### config.mk
export PLATFORM = sky130hd
export DESIGN_NAME = mp_operand_loader
export DESIGN_NICKNAME = d
export VERILOG_FILES = /design/src/rtl/mp_pkg.sv /design/src/rtl/mp_word_shifter.sv /design/src/rtl/mp_operand_loader.sv
export SDC_FILE = /design/constraint.sdc
export NUM_CORES = 1
export LEC_CHECK = 0
export CELL_PAD_IN_SITES_DETAIL_PLACEMENT = 1
export CELL_PAD_IN_SITES_GLOBAL_PLACEMENT = 1
export CORE_AREA = 4 4 409 411
export CTS_CLUSTER_DIAMETER = 100
export DETAILED_ROUTE_END_ITERATION = 10
export DIE_AREA = 0 0 413 415
export DONT_BUFFER_PORTS = 1
export HOLD_SLACK_MARGIN = 0.12
export PLACE_DENSITY_LB_ADDON = 0.1
export SETUP_SLACK_MARGIN = 0.15
export SYNTH_ARGS = -nofsm -noshare
export SYNTH_HDL_FRONTEND = slang
export SYNTH_SLANG_ARGS = --single-unit
### constraint.sdc
create_clock -name iClk -period 2.5 [get_ports iClk]
set_clock_uncertainty 0.05 [all_clocks]
set_input_delay 0.5 -clock iClk [delete_from_list [all_inputs] [get_ports iClk]]
set_output_delay 0.5 -clock iClk [all_outputs]
set_load 0.05 [all_outputs]
### src/rtl/mp_pkg.sv
`default_nettype none
// ============================================================================
// Module   : mp_pkg
// Purpose  : Shared widths and loader state encoding for the multi-precision
//            adder datapath and its wrappers.
// Revision : 1.0 - initial release
// ============================================================================
package mp_pkg;

  localparam int c_OPERAND_WIDTH = 512;
  localparam int c_WORD_WIDTH    = 32;

  typedef enum logic [1:0] {
    S_LOAD_A    = 2'd0,
    S_LOAD_B    = 2'd1,
    S_START     = 2'd2,
    S_WAIT_DONE = 2'd3
  } mpLoadState_e;

endpackage : mp_pkg
`default_nettype wire

### src/rtl/mp_word_shifter.sv
`default_nettype none
// ============================================================================
// Module   : mp_word_shifter
// Purpose  : Shift-in register; each load pushes a word into the MSBs and
//            shifts the contents right by one word.
// Revision : 1.0 - initial release
// ============================================================================
module mp_word_shifter
  import mp_pkg::*;
#(
  parameter int WIDTH      = c_OPERAND_WIDTH,
  parameter int WORD_WIDTH = c_WORD_WIDTH
) (
  input  logic                  iClk,
  input  logic                  iRstn,
  input  logic                  iLoad,
  input  logic [WORD_WIDTH-1:0] iWord,
  output logic [WIDTH-1:0]      oData
);

  logic [WIDTH-1:0] r_data;
  logic [WIDTH-1:0] w_next;

  generate
    if (WIDTH > WORD_WIDTH) begin : g_multi
      assign w_next = {iWord, r_data[WIDTH-1:WORD_WIDTH]};
    end else begin : g_single
      assign w_next = iWord;
    end
  endgenerate

  always_ff @(posedge iClk or negedge iRstn) begin
    if (!iRstn) begin
      r_data <= '0;
    end else if (iLoad) begin
      r_data <= w_next;
    end
  end

  assign oData = r_data;

endmodule : mp_word_shifter
`default_nettype wire

### src/rtl/mp_operand_loader.sv
`default_nettype none
// ============================================================================
// Module   : mp_operand_loader
// Purpose  : Assembles operands A and B from a word stream, then starts the
//            multi-precision adder and waits for its completion.
// Revision : 1.0 - initial release
// ============================================================================
module mp_operand_loader
  import mp_pkg::*;
#(
  parameter int OPERAND_WIDTH = c_OPERAND_WIDTH,
  parameter int WORD_WIDTH    = c_WORD_WIDTH,
  parameter int N_WORDS       = OPERAND_WIDTH / WORD_WIDTH
) (
  input  logic                     iClk,
  input  logic                     iRstn,
  input  logic [WORD_WIDTH-1:0]    iWord,
  input  logic                     iWordValid,
  output logic                     oWordReady,
  input  logic                     iOpSub,
  output logic [OPERAND_WIDTH-1:0] oOpA,
  output logic [OPERAND_WIDTH-1:0] oOpB,
  output logic                     oAddSub,
  output logic                     oStart,
  input  logic                     iDone,
  output logic                     oBusy
);

  localparam int                 c_CNT_W     = $clog2(N_WORDS) + 1;
  localparam logic [c_CNT_W-1:0] c_LAST_WORD = c_CNT_W'(N_WORDS - 1);

  mpLoadState_e       r_state;
  logic [c_CNT_W-1:0] r_wordCnt;
  logic               r_addSub;
  logic               r_start;
  logic               r_busy;
  logic               r_wordReady;

  logic w_accept;
  logic w_lastWord;
  logic w_loadA;
  logic w_loadB;

  assign w_accept   = iWordValid & r_wordReady;
  assign w_lastWord = (r_wordCnt == c_LAST_WORD);
  assign w_loadA    = w_accept && (r_state == S_LOAD_A);
  assign w_loadB    = w_accept && (r_state == S_LOAD_B);

  mp_word_shifter #(
    .WIDTH      (OPERAND_WIDTH),
    .WORD_WIDTH (WORD_WIDTH)
  ) u_shiftA (
    .iClk  (iClk),
    .iRstn (iRstn),
    .iLoad (w_loadA),
    .iWord (iWord),
    .oData (oOpA)
  );

  mp_word_shifter #(
    .WIDTH      (OPERAND_WIDTH),
    .WORD_WIDTH (WORD_WIDTH)
  ) u_shiftB (
    .iClk  (iClk),
    .iRstn (iRstn),
    .iLoad (w_loadB),
    .iWord (iWord),
    .oData (oOpB)
  );

  always_ff @(posedge iClk or negedge iRstn) begin
    if (!iRstn) begin
      r_state     <= S_LOAD_A;
      r_wordCnt   <= '0;
      r_addSub    <= 1'b0;
      r_start     <= 1'b0;
      r_busy      <= 1'b0;
      r_wordReady <= 1'b1;
    end else begin
      r_start <= 1'b0;
      case (r_state)
        S_LOAD_A: begin
          if (w_accept) begin
            // The operation select travels with the first A word only.
            if (r_wordCnt == '0) begin
              r_addSub <= iOpSub;
            end
            if (w_lastWord) begin
              r_state   <= S_LOAD_B;
              r_wordCnt <= '0;
            end else begin
              r_wordCnt <= r_wordCnt + 1'b1;
            end
          end
        end
        S_LOAD_B: begin
          if (w_accept) begin
            if (w_lastWord) begin
              r_state     <= S_START;
              r_wordCnt   <= '0;
              r_start     <= 1'b1;
              r_busy      <= 1'b1;
              r_wordReady <= 1'b0;
            end else begin
              r_wordCnt <= r_wordCnt + 1'b1;
            end
          end
        end
        S_START: begin
          r_state   <= S_WAIT_DONE;
          r_wordCnt <= '0;
        end
        S_WAIT_DONE: begin
          if (iDone) begin
            r_state     <= S_LOAD_A;
            r_wordCnt   <= '0;
            r_busy      <= 1'b0;
            r_wordReady <= 1'b1;
          end
        end
        default: begin
          r_state     <= S_LOAD_A;
          r_wordCnt   <= '0;
          r_busy      <= 1'b0;
          r_wordReady <= 1'b1;
        end
      endcase
    end
  end

  assign oWordReady = r_wordReady;
  assign oAddSub    = r_addSub;
  assign oStart     = r_start;
  assign oBusy      = r_busy;

endmodule : mp_operand_loader
`default_nettype wire

==> metrics.yaml, run 1 <==
worstPathArrival_ps: 1680
netlist_area_um2: 39300
crit_type: "reg -> out"
final_area_um2: 46300
first_pass_iters: 5
grt_usage_pct: 16.1
seq_area_um2: 25900
dpl_worst_slack_ps: -961
dp_hpwl_um: 108000
final_hold_viol_count: 214
clock_sinks: 1035
cts_buffers: 121
synth_flop_cell: "dfrtp_1"
synth_top_area_cell: "dfrtp_1"
synth_sequential_area_ratio_pct: 66.0
dpl_cell_area_um2: 41600
die_h_um: 415
layout_commonest_cell: "dfrtp_1"
detail_route.wl_per_cell_um: 30.5
gp_congestion: 0.829
initial_core_util_pct: 23.9
antenna_found_initial: 19
syn_area_per_cell_um2: 17.6
cts_tree: "yes"
syn_nets: 2280
synth-edff-count: 0
yosysWarnings: 0
endpoint_kind: "output port"
fillerInstances: 17000
clock-root-buffer: "clkbuf_16"
die-area_um2: 171000
ctsLongestPathBuffers: 3
met3_usage_pct: 7.18
placementRows: 149
wl_um: 142000
synth_top_area_share_pct: 65.9
vias: 20000
layout_common_cells: "dfrtp_1, mux2_2, clkbuf_16, mux2_4, clkbuf_8"
first_iter_violations: 873
use_met1_pct: 17.6
violations: "hold timing"
min_period_over_period_pct: 89.2
multi_input_area_um2: 12100
hold_buffers: 35
drtAntennaViolNets: 0
clk_latency_ps: 740
period_needed_ps: 2230
rsz0062_at_grt: "true"
relSlewSlack_pct: 20.8
core_um2: 164000
yosys-top-cells-area: "dfrtp_1, mux2_2, buf_6"
syn_inst: 2236
globalRoute.busiestLayer: "met2"
io_pins: 1065
holdWs_ps: -595
tightest_slew_ps: 1190
die_w_um: 413
grt_pass1_wl_um: 195000
final_nets: 2384
grt_pass1_vias: 21500
final-max-slew-violation-count: 0
yosysUniqueCellTypes: 36
status: "finished, violations left"
overflow: 0
critPathMaxFanout: 3
ys_ff_latch: 1035
clkTransAtPathRegs_ps: 60
drc: 0
vias_per_cell: 4.32
setup_viol: 0
async_reset_ff_share_pct: 100
numPortBuffers: 0
grt_max_degree: 204
maxCapViolations: 0
fin_ws_ps: 271
crit_required_ps: 1950
startpoint_type: "flop"
drive_gt1_share_pct: 52.8
grt_util_met2_pct: 27.3
area_growth_pct: 18.0
hold_path_class: "in -> async"
ctsHtreeMaxLevel: 3
fmax_mhz: 449
-- registers in the layout, indices dropped and copies added (netlist names) --
register / flops
oBusy: 1
oStart: 1
r_state: 2
oWordReady: 1
oAddSub: 1
r_wordCnt: 5
u_shiftB.oData: 512
u_shiftA.oData: 512
-- synthesized netlist by cell type (all sizes together), types with 3 or more instances --
master and n:
ha 7, buf 115, mux2 1026, a211o 3, nor2 4, dfrtp 1034, nand3 5, inv 6
o21ai 4
-- per-layer routing --
layer / share of wire (%) / up-vias / wire [um]
met5: 0 / - / 0
met4: 3.7 / 0 / 5290
met3: 11 / 181 / 15100
met2: 50 / 798 / 70900
met1: 36 / 10800 / 50500
li1: - / 8287 / -
-- logic make-up (layout without fill, tap and decap cells) --
| logic type | Yosys count | count (layout) | share of synthesized area [%] |
|---|---|---|---|
| AOI/OAI and AO/OA | 18 | 18 | 0.332 |
| adders and majority gates | 7 | 7 | 0.223 |
| buffers and inverters | 123 | 328 | 3.18 |
| DFF | 1035 | 1035 | 66.0 |
| muxes | 1026 | 1026 | 29.8 |
| other | 0 | 12 | 0 |
| and+or+nand+nor | 27 | 27 | 0.456 |
-- final cells by class --
class	count	share of cell area [%]
Antenna cell	12	0.0649
Clock buffer	190	7.97
Clock inverter	34	0.935
Inverter	6	0.0486
Multi-Input combinational cell	1078	26.2
Sequential cell	1035	56.0
Tap cell	2189	5.92
Timing Repair Buffer	98	2.92
-- final timing paths --
path | slack, ps | from | endpoint | depth (start not counted)
min reg2reg | 520 | r_wordCnt[4]$_DFFE_PN0P_ | r_wordCnt[4]$_DFFE_PN0P_ | 1
max reg2reg | 270 | r_state[1]$_DFFE_PN0P_ | u_shiftA.oData[51]$_DFFE_PN0P_ | 7
min in group iClk | 400 | iOpSub | oAddSub$_DFFE_PN0P_ | 2
max | 270 | u_shiftB.oData[279]$_DFFE_PN0P_ | oOpB[279] | 0
min | -590 | iRstn | u_shiftA.oData[366]$_DFFE_PN0P_ | 0
max in group asynchronous | 560 | iRstn | u_shiftA.oData[232]$_DFFE_PN0P_ | 3
-- worst reg2reg max path: stages, from the launching register on --
cell	delay [ps]
dfrtp_1	420
inv_1	130
ha_1	260
nand3_4	120
buf_12	190
buf_12	250
buf_16	280
mux2_2	410
-- per-stage QoR --
stage / TNS, ps / instances / hold WS (ps) / util, %
after detailed placement: -380280 / 4365 / 155 / 25.4
after global routing: 0 / 4633 / -686 / 28.2
after CTS: 0 / 4626 / -729 / 28.1
final: 0 / 4642 / -595 / 28.2
after global placement: -342160 / 4365 / 155 / 25.4
after floorplan: 0 / 2236 / 154 / -
-- timing repair --
item | in CTS | in global routing
pin swaps | 0 | 0
cloned | 2 | 4
endpoints found under the setup margin | 436 | 525
resized for setup | 6 | 5
setup buffers | 0 | 0
hold endpoints to repair | 288 | 214
Power of run 1 is left out: the tool's default activity adds up to more than one toggle a clock period on the data nets, which glitch-free logic cannot reach.
==> run 2: changes to the inputs <==
--- a/config.mk
+++ b/config.mk
@@ -14,6 +14,7 @@
 export DONT_BUFFER_PORTS = 1
 export HOLD_SLACK_MARGIN = 0.12
 export PLACE_DENSITY_LB_ADDON = 0.1
+export REMOVE_ABC_BUFFERS = 1
 export SETUP_SLACK_MARGIN = 0.15
 export SYNTH_ARGS = -nofsm -noshare
 export SYNTH_HDL_FRONTEND = slang
==> run 2 against run 1 <==
The run still ends with hold timing left. Design area up 0.31%. Sequential share of layout area shrank 0.18 points. Final cell count grew 0.13%. Non-clock buffer count up 14. Core utilization rose by 0.086 points. Count of clock-buffer cells in the layout rose by 11.
==> metrics.yaml, run 2 (synthesis gave the netlist of run 1 again) <==
met3_usage_pct: 10.2
relSlewSlack_pct: 31.0
initial_core_util_pct: 23.9
min_period_over_period_pct: 87.7
vias: 20000
drtAntennaViolNets: 0
crit_type: "reg -> out"
post-cts-setup-buffers: 0
drc: 0
r2r_end: "u_shiftA.oData[195]$_DFFE_PN0P_"
crit_required_ps: 1950
ctsHtreeMaxLevel: 4
hold_path_class: "in -> async"
core_um2: 164000
rsz0062_at_grt: "false"
endpoint_kind: "output port"
cp_cell_sequence: "buf_4"
status: "finished, violations left"
hold_buffers: 36
tightest_slew_ps: 1030
worstReg2RegStart: "r_state[0]$_DFFE_PN0P_"
reg2reg_depth: 6
slowest_stage: "dfstp_2"
first_iter_violations: 738
max_stage_delay_ps: 600
grt_pass1_vias: 21500
final_hold_viol_count: 309
tns_ps: 0
grt_max_degree: 1036
grt_util_met2_pct: 25.2
ctsLongestPathBuffers: 3
io_pins: 1065
worst-path-stages: 1
detail_route.wl_per_cell_um: 27.4
globalRoute.busiestLayer: "met2"
reg2reg_slack_ps: 350
die_w_um: 413
path_buf_inv: 1
antenna_found_initial: 9
final-max-slew-violation-count: 0
vias_per_cell: 4.30
fillerInstances: 17000
layout_common_cells: "dfrtp_1, mux2_2, clkbuf_16, buf_4, mux2_4"
drive_gt1_share_pct: 52.7
holdWs_ps: -597
critPathMaxFanout: 5
maxCapViolations: 0
use_met1_pct: 13.4
die-area_um2: 171000
gp_congestion: 0.772
first_pass_iters: 4
final_nets: 2407
grt_pass1_wl_um: 178000
startpoint: "oWordReady$_DFFE_PN1P_"
setup_viol: 0
numPortBuffers: 0
clkTransAtPathRegs_ps: 60
die_h_um: 415
fmax_mhz: 456
critical_path.top_delay_family: "flip-flops"
clk_latency_ps: 750
grt_usage_pct: 14.4
worstPathArrival_ps: 1640
wl_um: 127000
dp_hpwl_um: 94200
startpoint_type: "flop"
violations: "hold timing"
clock-root-buffer: "clkbuf_16"
period_needed_ps: 2190
cts_buffers: 130
clock_sinks: 1035
placementRows: 149
layout_commonest_cell: "dfrtp_1"
cts_tree: "yes"
overflow: 0
area_growth_pct: 18.3
[run 2: cell types whose count changed in the layout (fill, tap and decap cells not counted), sizes merged]
cell,change
bufinv,-4
diode,-8
clkinv,-6
clkbuf,+9
bufbuf,-2
clkinvlp,-2
buf,+17
inv,+1
dlygate4sd3,+1
[run 2: metrics by stage]
step / setup WS (ps) / util (%) / hold slack, ps / std cells / instance area [um^2]
floorplan: -14770 / - / 154 / 2119 / 38000
detailed placement: 389 / 25.4 / 207 / 4377 / 41600
CTS: 172 / 28.2 / -642 / 4637 / 46200
finish: 306 / 28.3 / -597 / 4648 / 46400
global route: 168 / 28.3 / -682 / 4645 / 46400
global placement: 448 / 25.4 / 202 / 4377 / 41600
[run 2: final cells by class]
class	count	area [um^2]	area share, %
well taps	2189	2740	5.90
repair buffers	112	1400	3.02
clock buffers	201	3960	8.52
flip-flops and latches	1035	25900	55.8
diodes	4	10.0	0.0216
multi-input cells	1078	12100	26.1
inverters	6	22.5	0.0485
clock inverters	23	279	0.601
[run 2: worst max path at each step]
stage | end | slack (ps)
after global placement | u_shiftB.oData[348]$_DFFE_PN0P_ | 450
after detailed placement | u_shiftA.oData[411]$_DFFE_PN0P_ | 390
final | oWordReady | 310
after global routing | u_shiftB.oData[476]$_DFFE_PN0P_ | 170
after floorplan | u_shiftB.oData[472]$_DFFE_PN0P_ | -14770
after CTS | oOpA[301] | 170
[run 2: per-layer routing]
layer,wire (um),vias to the layer above
met5,41,-
met1,39600,10800
li1,-,8220
met4,2660,6
met2,65000,834
met3,20100,175
[run 2: what timing repair did]
| item | 4_1_cts | 5_1_grt |
|---|---|---|
| gates resized for setup | 2 | 0 |
| cloned | 0 | 2 |
| pin swaps | 0 | 0 |
| endpoints found under the setup margin | 2 | 389 |
| endpoints found under the hold margin | 1106 | 309 |
Power of run 2 is left out for the same reason.
==> run 3: changes to the inputs <==
--- a/config.mk
+++ b/config.mk
@@ -13,7 +13,7 @@
 export DIE_AREA = 0 0 413 415
 export DONT_BUFFER_PORTS = 1
 export HOLD_SLACK_MARGIN = 0.12
-export PLACE_DENSITY_LB_ADDON = 0.1
+export PLACE_DENSITY_LB_ADDON = 0.2
 export REMOVE_ABC_BUFFERS = 1
 export SETUP_SLACK_MARGIN = 0.15
 export SYNTH_ARGS = -nofsm -noshare
==> run 3 against run 2 <==
The run still ends with hold timing left. Sequential share of layout area grew 0.75 points. Setup slack got worse by 4.3 ps. First-iteration DRC count increased by 10%. Non-clock buffer count decreased by 22. Global-route usage shrank 0.56 points. Die area stayed put. Maximum frequency is 0.20% lower.
==> metrics.yaml, run 3 (synthesis gave the netlist of run 1 again) <==
final_nets: 2372
gp_congestion: 0.805
dpl_cell_area_um2: 41400
startpoint_type: "flop"
cts_tree: "yes"
max_stage_delay_ps: 600
startpoint: "oWordReady$_DFFE_PN1P_"
drtAntennaViolNets: 0
fmax_mhz: 455
critPathMaxFanout: 5
worst-path-stages: 1
io_pins: 1065
layout_commonest_cell: "dfrtp_1"
placementRows: 149
numPortBuffers: 0
final_area_um2: 45800
die-area_um2: 171000
reg2reg_depth: 6
wl_um: 123000
status: "finished, violations left"
initial_core_util_pct: 23.9
grt_pass1_wl_um: 173000
ctsLongestPathBuffers: 3
holdWs_ps: -590
tightest_slew_ps: 987
die_w_um: 413
antenna_found_initial: 10
tns_ps: 0
detail_route.wl_per_cell_um: 26.7
endpoint_kind: "output port"
setup_viol: 0
dp_hpwl_um: 91300
first_iter_violations: 815
layout_common_cells: "dfrtp_1, mux2_2, clkbuf_16, mux2_4, dlygate4sd3_1"
crit_type: "reg -> out"
hold_buffers: 35
rsz0062_at_grt: "false"
grt_pass1_vias: 21800
fin_ws_ps: 302
violations: "hold timing"
min_period_over_period_pct: 87.9
final_hold_viol_count: 289
path_buf_inv: 1
maxCapViolations: 0
cts_buffers: 117
first_pass_iters: 4
area_growth_pct: 16.8
clkTransAtPathRegs_ps: 60
grt_max_degree: 1036
worstPathArrival_ps: 1650
relSlewSlack_pct: 34.2
slowest_stage: "dfstp_2"
final-max-slew-violation-count: 0
vias_per_cell: 4.27
clock-root-buffer: "clkbuf_16"
critical_path.top_delay_family: "flip-flops"
cp_cell_sequence: "buf_4"
drc: 0
dpl_worst_slack_ps: 355
crit_required_ps: 1950
core_um2: 164000
worstReg2RegStart: "r_state[1]$_DFFE_PN0P_"
clk_latency_ps: 750
ctsHtreeMaxLevel: 3
period_needed_ps: 2200
vias: 19700
clock_sinks: 1035
die_h_um: 415
overflow: 0
hold_path_class: "in -> async"
grt_usage_pct: 13.8
drive_gt1_share_pct: 52.3
run 3: changes by cell type in the layout (fill, tap and decap cells not counted), sizes merged:
cell / before / now
diode: 4 / 5
dlygate4sd3: 36 / 35
clkinvlp: 1 / 3
clkbuf: 203 / 184
bufinv: 5 / 4
buf: 74 / 52
clkinv: 12 / 18
run 3: final timing paths:
kind,endpoint,slack [ps]
worst max-delay path,oWordReady,300
worst max register to register,u_shiftB.oData[237]$_DFFE_PN0P_,340
worst min-delay path,u_shiftA.oData[16]$_DFFE_PN0P_,-590
max in group asynchronous,u_shiftA.oData[317]$_DFFE_PN0P_,640
min in group iClk,oAddSub$_DFFE_PN0P_,400
worst min register to register,u_shiftB.oData[401]$_DFFE_PN0P_,480
run 3: cell type report:
cell class | instances | area (um^2)
fill | 17000 | 118000
clock inverter | 30 | 313
inverter | 6 | 22.5
antenna | 5 | 12.5
sequential | 1035 | 25900
clock buffer | 181 | 3530
tap | 2189 | 2740
timing repair buffer | 90 | 1180
multi-input combinational | 1078 | 12100
run 3: per-layer routing:
| metal | global-route usage, % | share of wire, % | up-vias |
|---|---|---|---|
| li1 | - | - | 8150 |
| met5 | 0 | 0.017 | - |
| met4 | 4.20 | 2.2 | 4 |
| met3 | 8.95 | 15 | 152 |
| met1 | 12.3 | 30 | 10600 |
| met2 | 25.2 | 53 | 855 |
run 3: timing repair:
| item | CTS | global route |
|---|---|---|
| endpoints found under the setup margin | 5 | 373 |
| resized for setup | 5 | 0 |
| endpoints found under the hold margin | 1116 | 289 |
| gates cloned | 0 | 3 |
| setup buffers | 0 | 0 |
run 3: through the flow:
step                util, %  cells
finish                 27.9   4614
global placement       25.2   4355
global route           27.9   4611
detailed placement     25.2   4355
CTS                    27.8   4601
floorplan                 -   2119
Power of run 3 is left out for the same reason.
